===== src/rtl/ssd_pkg.sv =====
// Shared types and constants for the two-digit seven-segment scan controller.
package ssd_pkg;

  typedef enum logic [1:0] {
    SHOW_LO = 2'd0,
    GAP_LH  = 2'd1,
    SHOW_HI = 2'd2,
    GAP_HL  = 2'd3
  } state_e;

  // Segment patterns for hex 0..F, bit0=a ... bit6=g, active-high.
  localparam logic [6:0] GLYPH [16] = '{
    7'h3F, 7'h06, 7'h5B, 7'h4F, 7'h66, 7'h6D, 7'h7D, 7'h07,
    7'h7F, 7'h6F, 7'h77, 7'h7C, 7'h39, 7'h5E, 7'h79, 7'h71
  };

  localparam logic SEL_LO = 1'b0;
  localparam logic SEL_HI = 1'b1;

endpackage


===== src/rtl/ssd_scan_ctrl_hex7seg.sv =====
// Combinational hex-digit to seven-segment decoder.
module hex7seg
  import ssd_pkg::*;
(
  input  logic [3:0] nibble,
  output logic [6:0] seg
);

  assign seg = GLYPH[nibble];

endmodule


===== src/rtl/ssd_scan_ctrl.sv =====
// Two-digit seven-segment scan scheduler with dead-time and frame-aligned value updates.
//
// state   | meaning
// SHOW_LO | low digit lit, SCAN_CYCLES long; entering it is the frame boundary
// GAP_LH  | segments blanked, select still low, DEAD_CYCLES long
// SHOW_HI | high digit lit, SCAN_CYCLES long
// GAP_HL  | segments blanked, select still high, DEAD_CYCLES long
module ssd_scan_ctrl
  import ssd_pkg::*;
#(
  parameter int SCAN_CYCLES = 6000,
  parameter int DEAD_CYCLES = 16
) (
  input  logic       clk_i,
  input  logic       reset_n_i,
  input  logic [7:0] value_i,
  input  logic       valid_i,
  output logic       ready_o,
  input  logic       blank_i,
  output logic [7:0] ssd_o
);

  localparam int MAX_LEN = (SCAN_CYCLES > DEAD_CYCLES) ? SCAN_CYCLES : DEAD_CYCLES;
  localparam int CW      = $clog2((MAX_LEN > 2) ? MAX_LEN : 2);
  localparam logic [CW-1:0] SCAN_LAST = CW'(SCAN_CYCLES - 1);
  localparam logic [CW-1:0] DEAD_LAST = CW'((DEAD_CYCLES > 0) ? DEAD_CYCLES - 1 : 0);
  localparam bit NO_GAP = (DEAD_CYCLES == 0);

  state_e        state_q, state_d;
  logic [CW-1:0] cnt_q, cnt_d;
  logic          run_q;
  logic [7:0]    disp_q, disp_d, shadow_q;
  logic          pending_q;
  logic          last, boundary;
  logic [3:0]    nibble;
  logic [6:0]    glyph;
  logic [7:0]    ssd_d;

  hex7seg u_dec (
    .nibble (nibble),
    .seg    (glyph)
  );

  assign ready_o = !pending_q;

  always_comb begin
    last     = (state_q == SHOW_LO || state_q == SHOW_HI) ? (cnt_q == SCAN_LAST)
                                                         : (cnt_q == DEAD_LAST);
    state_d  = state_q;
    cnt_d    = cnt_q + 1'b1;
    // The first edge after reset only loads the display; counting starts from it.
    if (!run_q) begin
      state_d = SHOW_LO;
      cnt_d   = '0;
    end else if (last) begin
      cnt_d = '0;
      case (state_q)
        SHOW_LO: state_d = NO_GAP ? SHOW_HI : GAP_LH;
        GAP_LH:  state_d = SHOW_HI;
        SHOW_HI: state_d = NO_GAP ? SHOW_LO : GAP_HL;
        default: state_d = SHOW_LO;
      endcase
    end

    boundary = run_q && last && (state_d == SHOW_LO);
    disp_d   = (boundary && pending_q) ? shadow_q : disp_q;
    nibble   = (state_d == SHOW_HI) ? disp_d[7:4] : disp_d[3:0];

    case (state_d)
      SHOW_LO: ssd_d = {SEL_LO, blank_i ? 7'h00 : glyph};
      SHOW_HI: ssd_d = {SEL_HI, blank_i ? 7'h00 : glyph};
      GAP_LH:  ssd_d = {SEL_LO, 7'h00};
      default: ssd_d = {SEL_HI, 7'h00};
    endcase
  end

  always_ff @(posedge clk_i or negedge reset_n_i) begin
    if (!reset_n_i) begin
      state_q   <= SHOW_LO;
      cnt_q     <= '0;
      run_q     <= 1'b0;
      disp_q    <= 8'h00;
      shadow_q  <= 8'h00;
      pending_q <= 1'b0;
      ssd_o     <= 8'h00;
    end else begin
      run_q   <= 1'b1;
      state_q <= state_d;
      cnt_q   <= cnt_d;
      disp_q  <= disp_d;
      ssd_o   <= ssd_d;
      // A new offer can only land while nothing is pending, so it never races the apply.
      if (valid_i && !pending_q) begin
        shadow_q  <= value_i;
        pending_q <= 1'b1;
      end else if (boundary && pending_q) begin
        pending_q <= 1'b0;
      end
    end
  end

endmodule

===== config.mk =====
export PLATFORM = sky130hd
export DESIGN_NAME = ssd_scan_ctrl
export DESIGN_NICKNAME = d
export VERILOG_FILES = /design/src/rtl/ssd_pkg.sv /design/src/rtl/ssd_scan_ctrl_hex7seg.sv /design/src/rtl/ssd_scan_ctrl.sv
export SDC_FILE = /design/constraint.sdc
export NUM_CORES = 1
export LEC_CHECK = 0
export CAP_MARGIN = 10
export CORE_UTILIZATION = 55
export DETAILED_ROUTE_END_ITERATION = 12
export GPL_TIMING_DRIVEN = 0
export PLACE_DENSITY_LB_ADDON = 0.05
export SETUP_SLACK_MARGIN = 0.1
export SLEW_MARGIN = 25
export SYNTH_ARGS = -nofsm -noshare
export SYNTH_HDL_FRONTEND = slang
export SYNTH_HIERARCHICAL = 1
export SYNTH_SLANG_ARGS = --single-unit

===== constraint.sdc =====
create_clock -name clk_i -period 4.8 [get_ports clk_i]
set_input_delay 0.48 -clock clk_i [delete_from_list [all_inputs] [get_ports clk_i]]
set_output_delay 0.48 -clock clk_i [all_outputs]
set_load 0.005 [all_outputs]

==> results of run 1 <==
## per-stage QoR
| step | hold WS, ns | instances |
|---|---|---|
| final | 0.113 | 268 |
| after global routing | 0.124 | 268 |
| after CTS | 0.113 | 268 |
| after detailed placement | 0.433 | 260 |
| after global placement | 0.461 | 259 |
| after floorplan | 0.184 | 191 |
## sequential cells by signal, summed over array words and instances, names as in the netlist
signal / cells
disp_q: 8
shadow_q: 8
run_q: 1
pending_q: 1
ssd_o: 8
state_q: 2
cnt_q: 13
## area by class of cell
type                       count  area share (%)
clock buffer                   6            3.20
clock inverter                 2            1.46
tap                           48            2.33
timing repair buffer          21            8.64
inverter                       9            1.31
buffer                         7            1.84
sequential                    41            39.8
multi-input combinational    134            41.4
## critical path, cell delays in order, from the launching register on
cell and delay (ns):
dfrtp_1 0.40, ha_1 0.20, and3_1 0.16, clkbuf_1 0.23, nand2_2 0.13, a21oi_2 0.20, mux2i_1 0.56, mux2i_1 0.25
nand2_1 0.16, inv_1 0.17, ha_1 0.27, inv_1 0.06, mux4_1 0.46, and2_1 0.14
## placed cells by master (no fill, tap or decap), types with 2 or more instances in the layout
| cell | synthesis | final |
|---|---|---|
| a21o_1 | 4 | 4 |
| a21oi_1 | 3 | 3 |
| a22oi_1 | 4 | 4 |
| and2_1 | 8 | 8 |
| and3_1 | 7 | 7 |
| buf_2 | 2 | 3 |
| buf_6 | 2 | 2 |
| clkbuf_1 | 2 | 2 |
| clkbuf_8 | 0 | 6 |
| clkdlybuf4s50_1 | 0 | 19 |
| dfrtp_1 | 41 | 41 |
| ha_1 | 10 | 10 |
| inv_1 | 9 | 9 |
| mux2_1 | 4 | 4 |
| mux2_2 | 11 | 11 |
| mux2i_1 | 8 | 8 |
| nand2_1 | 8 | 8 |
| nand2b_1 | 2 | 2 |
| nand3_1 | 5 | 5 |
| nor2_1 | 19 | 19 |
| nor2b_1 | 6 | 6 |
| nor3_1 | 3 | 3 |
| nor3b_1 | 4 | 4 |
| xnor2_1 | 7 | 7 |
| xor2_1 | 4 | 4 |
## worst max-delay path by stage
stage             start        to  slack (ns)  cells past startpoint
2_1_floorplan  cnt_q[0]  ssd_o[3]        1.76                     13
3_3_place_gp   cnt_q[0]  ssd_o[3]        1.44                     13
3_5_place_dp   cnt_q[0]  ssd_o[3]        1.33                     13
4_1_cts        cnt_q[0]  ssd_o[3]        1.30                     13
5_1_grt        cnt_q[0]  ssd_o[3]        1.01                     13
6_report       cnt_q[0]  ssd_o[3]        1.31                     13
## routing by layer
layer / track usage (%) / vias up / share of wire (%)
met3: 5.28 / 6 / 3.6
met2: 35.5 / 27 / 51
met1: 24.5 / 688 / 44
met5: 0 / - / 0
li1: - / 701 / -
met4: 9.17 / 0 / 1.7
## cells by family after synthesis
group | count (synthesis)
buf+inv | 16
simple gates | 70
mux | 24
xor+xnor | 11
fa+ha+maj | 10
flops | 41
other cells | 1
compound gates | 18
## power by group through the flow
stage	clock network (mW)	registers (mW)	logic (mW)
after floorplan	0	0.371	0.0139
after global placement	0	0.372	0.0357
after detailed placement	0	0.373	0.0401
after CTS	0.296	0.366	0.0402
after global routing	0.305	0.368	0.0438
final	0.286	0.366	0.0391
==> summary.txt, run 1 <==
Setup path
  • Reg2reg setup slack: ~1.3 ns
  • Critical Path RT: approximately 5 ns
  • CP Max Fanout: 5
  • CP Capture Type: flop
  • Crit path DAT: around 3.7 ns
  • Worst r2r path cells: 13
  • Reg-to-Reg End: ssd_o[3]
  • Critical Path Source Type: flop
  • Reg-to-reg startpoint: cnt_q[0]
  • CP Class: reg2reg

Global route
  • Global-route wire length before repair: between 6000 and 7000 um
  • GRT Total Usage: about a fifth
  • Largest net degree at the start of global routing: 26
  • Remaining global-route overflow: 0
  • Initial antenna violation count: 0
  • Vias in the first global route: between 1k and 1.5k

Logic synthesis
  • Leading area contributor after synthesis: dfrtp_1
  • Main combinational cell family by area after synthesis: simple AND/OR/NAND/NOR gates
  • Seq/Total Area, Yosys: 47.2%
  • Post-synth EDFFs: 0
  • Synth cell count leaders: 41 x dfrtp_1, 19 x nor2_1, 11 x mux2_2
  • Avg Cell Area, Syn: 11.4 um^2
  • Synth Register Bits: between 40 and 50
  • Synth Area in Simple Gates: between 15 and 20%
  • Most common cell in the netlist: dfrtp_1
  • Post-synth ARST share: 100%
  • Synth area leaders: dfrtp_1 47%, ha_1 5.8%, mux2_2 5.7%, mux2i_1 3.7%, nor2_1 3.3%
  • Yosys warns: 6
  • Mapped Cells: between 150 and 200
  • Synth Flop Type: dfrtp_1
  • Mapped Area: roughly 2200 um^2
  • Synth Area in Compound Gates: under 10%
  • Adder-Cell Fraction of Synth Area: 5.75%
  • Mux cell area share after synthesis: between 10 and 15%
  • Synth unique cells: roughly 40
  • Post-synthesis xor/xnor area fraction: under 10%
  • Mapped Nets: between 200 and 250
  • Post-synth top area share: between 40% and 50%

Power and ir drop
  • Reg power frac: 53.0%
  • Logic gate share of total power: between 5 and 6%
  • Switching share of power: 20.3%
  • Int Power: 550 uW
  • Maximum vdd ir drop: approximately 240 uV
  • PD cells: about 270 nW/um^2
  • Clock power share: just over 40%
  • Total power draw: 691 uW
  • Switching power total: around 140 uW
  • LEAKAGE: 1.15 nW

Drt
  • Iter 0 DRT Violations: between 70 and 80
  • Detailed-route vias per instance: about 5.3
  • Per-cell routed wire length: about 14 um
  • WL final: around 3600 um
  • Pre-Repair DR Iteration Count: 4
  • DRC: 0
  • DR vias: about 1.4k
  • Post-DRT Antenna Nets: 0

Finish
  • Fin util: 69.4%
  • Finished Cell Area: roughly 2600 um^2
  • # diodes: 0
  • Sequential Area: about 1000 um^2
  • Area taken by multi-input logic gates: 1070 um^2
  • Nets@finish: approximately 240
  • Share of cells above drive strength 1: between 10% and 20%
  • Fillers: 280
  • Area Overhead vs Synth: 18.5%

Die
  • Core ar.: 3720 um^2
  • Die H: between 60 and 70 um
  • I/O pin total: 21
  • Die area: approximately 4200 um^2
  • Initial Util: around 59%
  • # rows: 22
  • Die W: approximately 65 um

Timing
  • Slew @ Worst Pin: between 0.5 and 0.6 ns
  • Final setup fails: 0
  • F_max: 286 MHz
  • Minimum clock period after layout: 3.49 ns
  • RSZ-0062 raised after global routing: false
  • Final Slew Violations: 0
  • Final hold vios: 0
  • Fin crit share: between 70% and 80%
  • Clock Skew: between 0.008 and 0.009 ns
  • Max-slew headroom: about three fifths
  • Setup TNS Final: 0 ns
  • Final worst setup slack: around 1.3 ns

Clock tree
  • # Post-CTS Setup Buffers: 0
  • Count of hold buffers inserted by post-cts repair: 0
  • Post-CTS sizing: 0
  • TritonCTS clock tree: yes
  • Clock buffer depth: 2
  • Clock-pin transition on the worst setup and hold timing paths: roughly 0.07 ns
  • Insertion delay to the later sink of the worst-skew pair: roughly 0.29 ns
  • Number of H-tree levels: 2
  • Clock sink count: just over 40
  • TritonCTS Buffers: 5
  • Clock Root Buffer: clkbuf_8

Place
  • Hpwl dp: 2660 um
  • Pre-CTS WS: between 1 and 1.5 ns
  • Final GP Congestion: 0.807
  • PortBufs: 20
  • Placed instance area: between 2000 and 2500 um^2

Worst hold path
  • Worst Hold Class: in2async

Job
  • Max_cap viols: 0

Outcome
  • Status: complete, no violations
Power figures use the tool's default switching activity.
==> run 2, diff against run 1 <==
==> constraint.sdc (replaced) <==
create_clock -name clk_i -period 3.5 [get_ports clk_i]
set_input_delay 0.35 -clock clk_i [delete_from_list [all_inputs] [get_ports clk_i]]
set_output_delay 0.35 -clock clk_i [all_outputs]
set_load 0.005 [all_outputs]
==> run 2 against run 1 <==
Via count up 0.49%. Non-clock buffer count up 3. Wire length grew 0.96%. Die area stayed put. Clock skew fell by 0.00061 ns. Core utilization is 1.1 points higher. Flip-flop and latch count unchanged. Worst hold slack better by 0.38 ns. Global-route usage is 0.092 points higher. Register-to-register slack worse by 0.99 ns. Power rose by 37%. Combinational power grew 39%. Largest cell class unchanged. Largest power group unchanged. Highest routed layer unchanged.
==> summary.txt, run 2 (same netlist as run 1, synthesis figures left out) <==
Outcome
  • Status: complete, no violations

Power and ir drop
  • Total power draw: around 950 uW
  • PD cells: 362 nW/um^2
  • Maximum vdd ir drop: 333 uV
  • LEAKAGE: 1.17 nW

Timing
  • Worst Hold Margin: 0.492 ns
  • Final hold vios: 0
  • Minimum clock period after layout: roughly 3.2 ns
  • Setup TNS Final: 0 ns
  • Clock Skew: approximately 0.0077 ns
  • F_max: between 300 and 400 MHz
  • Fin crit share: roughly 90%
  • Final worst setup slack: approximately 0.32 ns
  • Final Slew Violations: 0
  • RSZ-0062 raised after global routing: false
  • Final setup fails: 0

Setup path
  • CP Class: reg2reg
  • Largest stage delay on the critical path: 0.46 ns
  • Crit-path leading delay family: multiplexers
  • Crit path DAT: around 3.4 ns
  • Critical Path RT: roughly 3.7 ns
  • Critical Path Source Type: flop
  • CP Max Fanout: 5
  • Worst r2r path cells: 13
  • Slowest stage cell, crit path: mux4_1
  • Crit path depth: 13
  • CP Buf/Inv Count: 3
  • CP dominant cell by count: inv_1
  • Crit path cell chain: ha_1 -> and3_1 -> clkbuf_2 -> nand2_2 -> a21oi_2 -> mux2i_4 -> mux2i_1 -> nand2_1 -> inv_1 -> ha_2 -> inv_1 -> mux4_1 -> and2_1
  • CP Capture Type: flop

Finish
  • Finished Layout Cells: 271
  • Top reg by flops: cnt_q
  • Share of cells above drive strength 1: ~18%
  • Area Overhead vs Synth: 20.4%
  • Commonest cells after routing, fill and taps aside: 41 x dfrtp_1, 19 x nor2_1, 19 x clkdlybuf4s50_1, 11 x mux2_2
  • Max reg flops: 13
  • Finished Cell Area: ~2600 um^2
  • Most common cell after layout, fill and taps aside: dfrtp_1
  • # diodes: 0
  • Fin util: a little over 70%
  • Nets@finish: 244

Die
  • Die area: 4210 um^2
  • Die H: roughly 65 um
  • Die W: 64.9 um
  • Core ar.: around 3700 um^2
  • I/O pin total: 21
  • # rows: 22
  • Initial Util: between 50% and 60%

Worst hold path
  • Worst Hold Class: reg2reg
  • Hold path cells: 1

Global route
  • Global-route wire length before repair: between 6000 and 7000 um
  • GRT Total Usage: a little over a fifth
  • Remaining global-route overflow: 0
  • Largest net degree at the start of global routing: 26
  • Initial antenna violation count: 0
  • Vias in the first global route: 1414

Place
  • Final GP Congestion: 0.807
  • Hpwl dp: between 2000 and 3000 um
  • PortBufs: 20
  • Placed instance area: ~2500 um^2
  • Pre-CTS WS: 0.0309 ns
  • DP Cell Count: 260

Clock tree
  • Number of H-tree levels: 2
  • TritonCTS Buffers: 5
  • Clock Root Buffer: clkbuf_8
  • TritonCTS clock tree: yes
  • Insertion delay to the later sink of the worst-skew pair: between 0.2 and 0.3 ns
  • Clock buffer depth: 2
  • Clock sink count: approximately 40
  • Clock-pin transition on the worst setup and hold timing paths: roughly 0.080 ns

Drt
  • DRC: 0
  • DR vias: approximately 1.4k
  • Iter 0 DRT Violations: 74
  • Detailed-route vias per instance: 5.27
  • WL final: about 3700 um
  • Post-DRT Antenna Nets: 0
  • Per-cell routed wire length: roughly 14 um
  • Pre-Repair DR Iteration Count: 4

Job
  • Max_cap viols: 0
[run 2: final cells by class]
| class | instances | area (um^2) |
|---|---|---|
| Tap cell | 48 | 60.1 |
| Inverter | 9 | 33.8 |
| Fill cell | 274 | 1100 |
| Buffer | 7 | 48.8 |
| Clock buffer | 6 | 82.6 |
| Multi-Input combinational cell | 134 | 1080 |
| Clock inverter | 2 | 37.5 |
| Timing Repair Buffer | 24 | 248 |
| Sequential cell | 41 | 1030 |
[run 2: layer usage]
metal  vias to the layer above  track usage (%)  share of wire, %
li1                        710                -                 -
met1                       687             24.8                44
met2                        27             35.5                51
met3                         5             5.28               3.5
met4                         0             9.17               1.4
met5                         -                0                 0
[run 2: where the power goes]
part / leakage (nW) / switching, mW / internal (mW)
logic: 0.580 / 0.0215 / 0.0328
registers: 0.536 / 0.0109 / 0.491
clock network: 0.0574 / 0.159 / 0.232
total: 1.17 / 0.192 / 0.755
[run 2: worst register-to-register path: stages (launching register included)]
cell      delay, ns
dfrtp_1        0.40
ha_1           0.20
and3_1         0.16
clkbuf_2       0.16
nand2_2        0.10
a21oi_2        0.25
mux2i_4        0.35
mux2i_1        0.21
nand2_1        0.15
inv_1          0.18
ha_2           0.25
inv_1          0.05
mux4_1         0.46
and2_1         0.14
[run 2: final timing paths]
check	start	end	slack, ns
min	disp_q[6]	disp_q[6]	0.49
min in group asynchronous	reset_n_i	cnt_q[7]	0.52
max	cnt_q[0]	ssd_o[3]	0.32
max reg2reg	cnt_q[0]	ssd_o[3]	0.32
max in group asynchronous	reset_n_i	shadow_q[2]	2.53
min reg2reg	disp_q[6]	disp_q[6]	0.49
[run 2: timing repair]
item,4_1_cts,5_1_grt
setup buffers,0,2
endpoints found under the setup margin,1,2
hold endpoints to repair,16,0
pin swaps,0,1
gates cloned,0,0
gates resized for setup,1,4
hold buffers,1,0
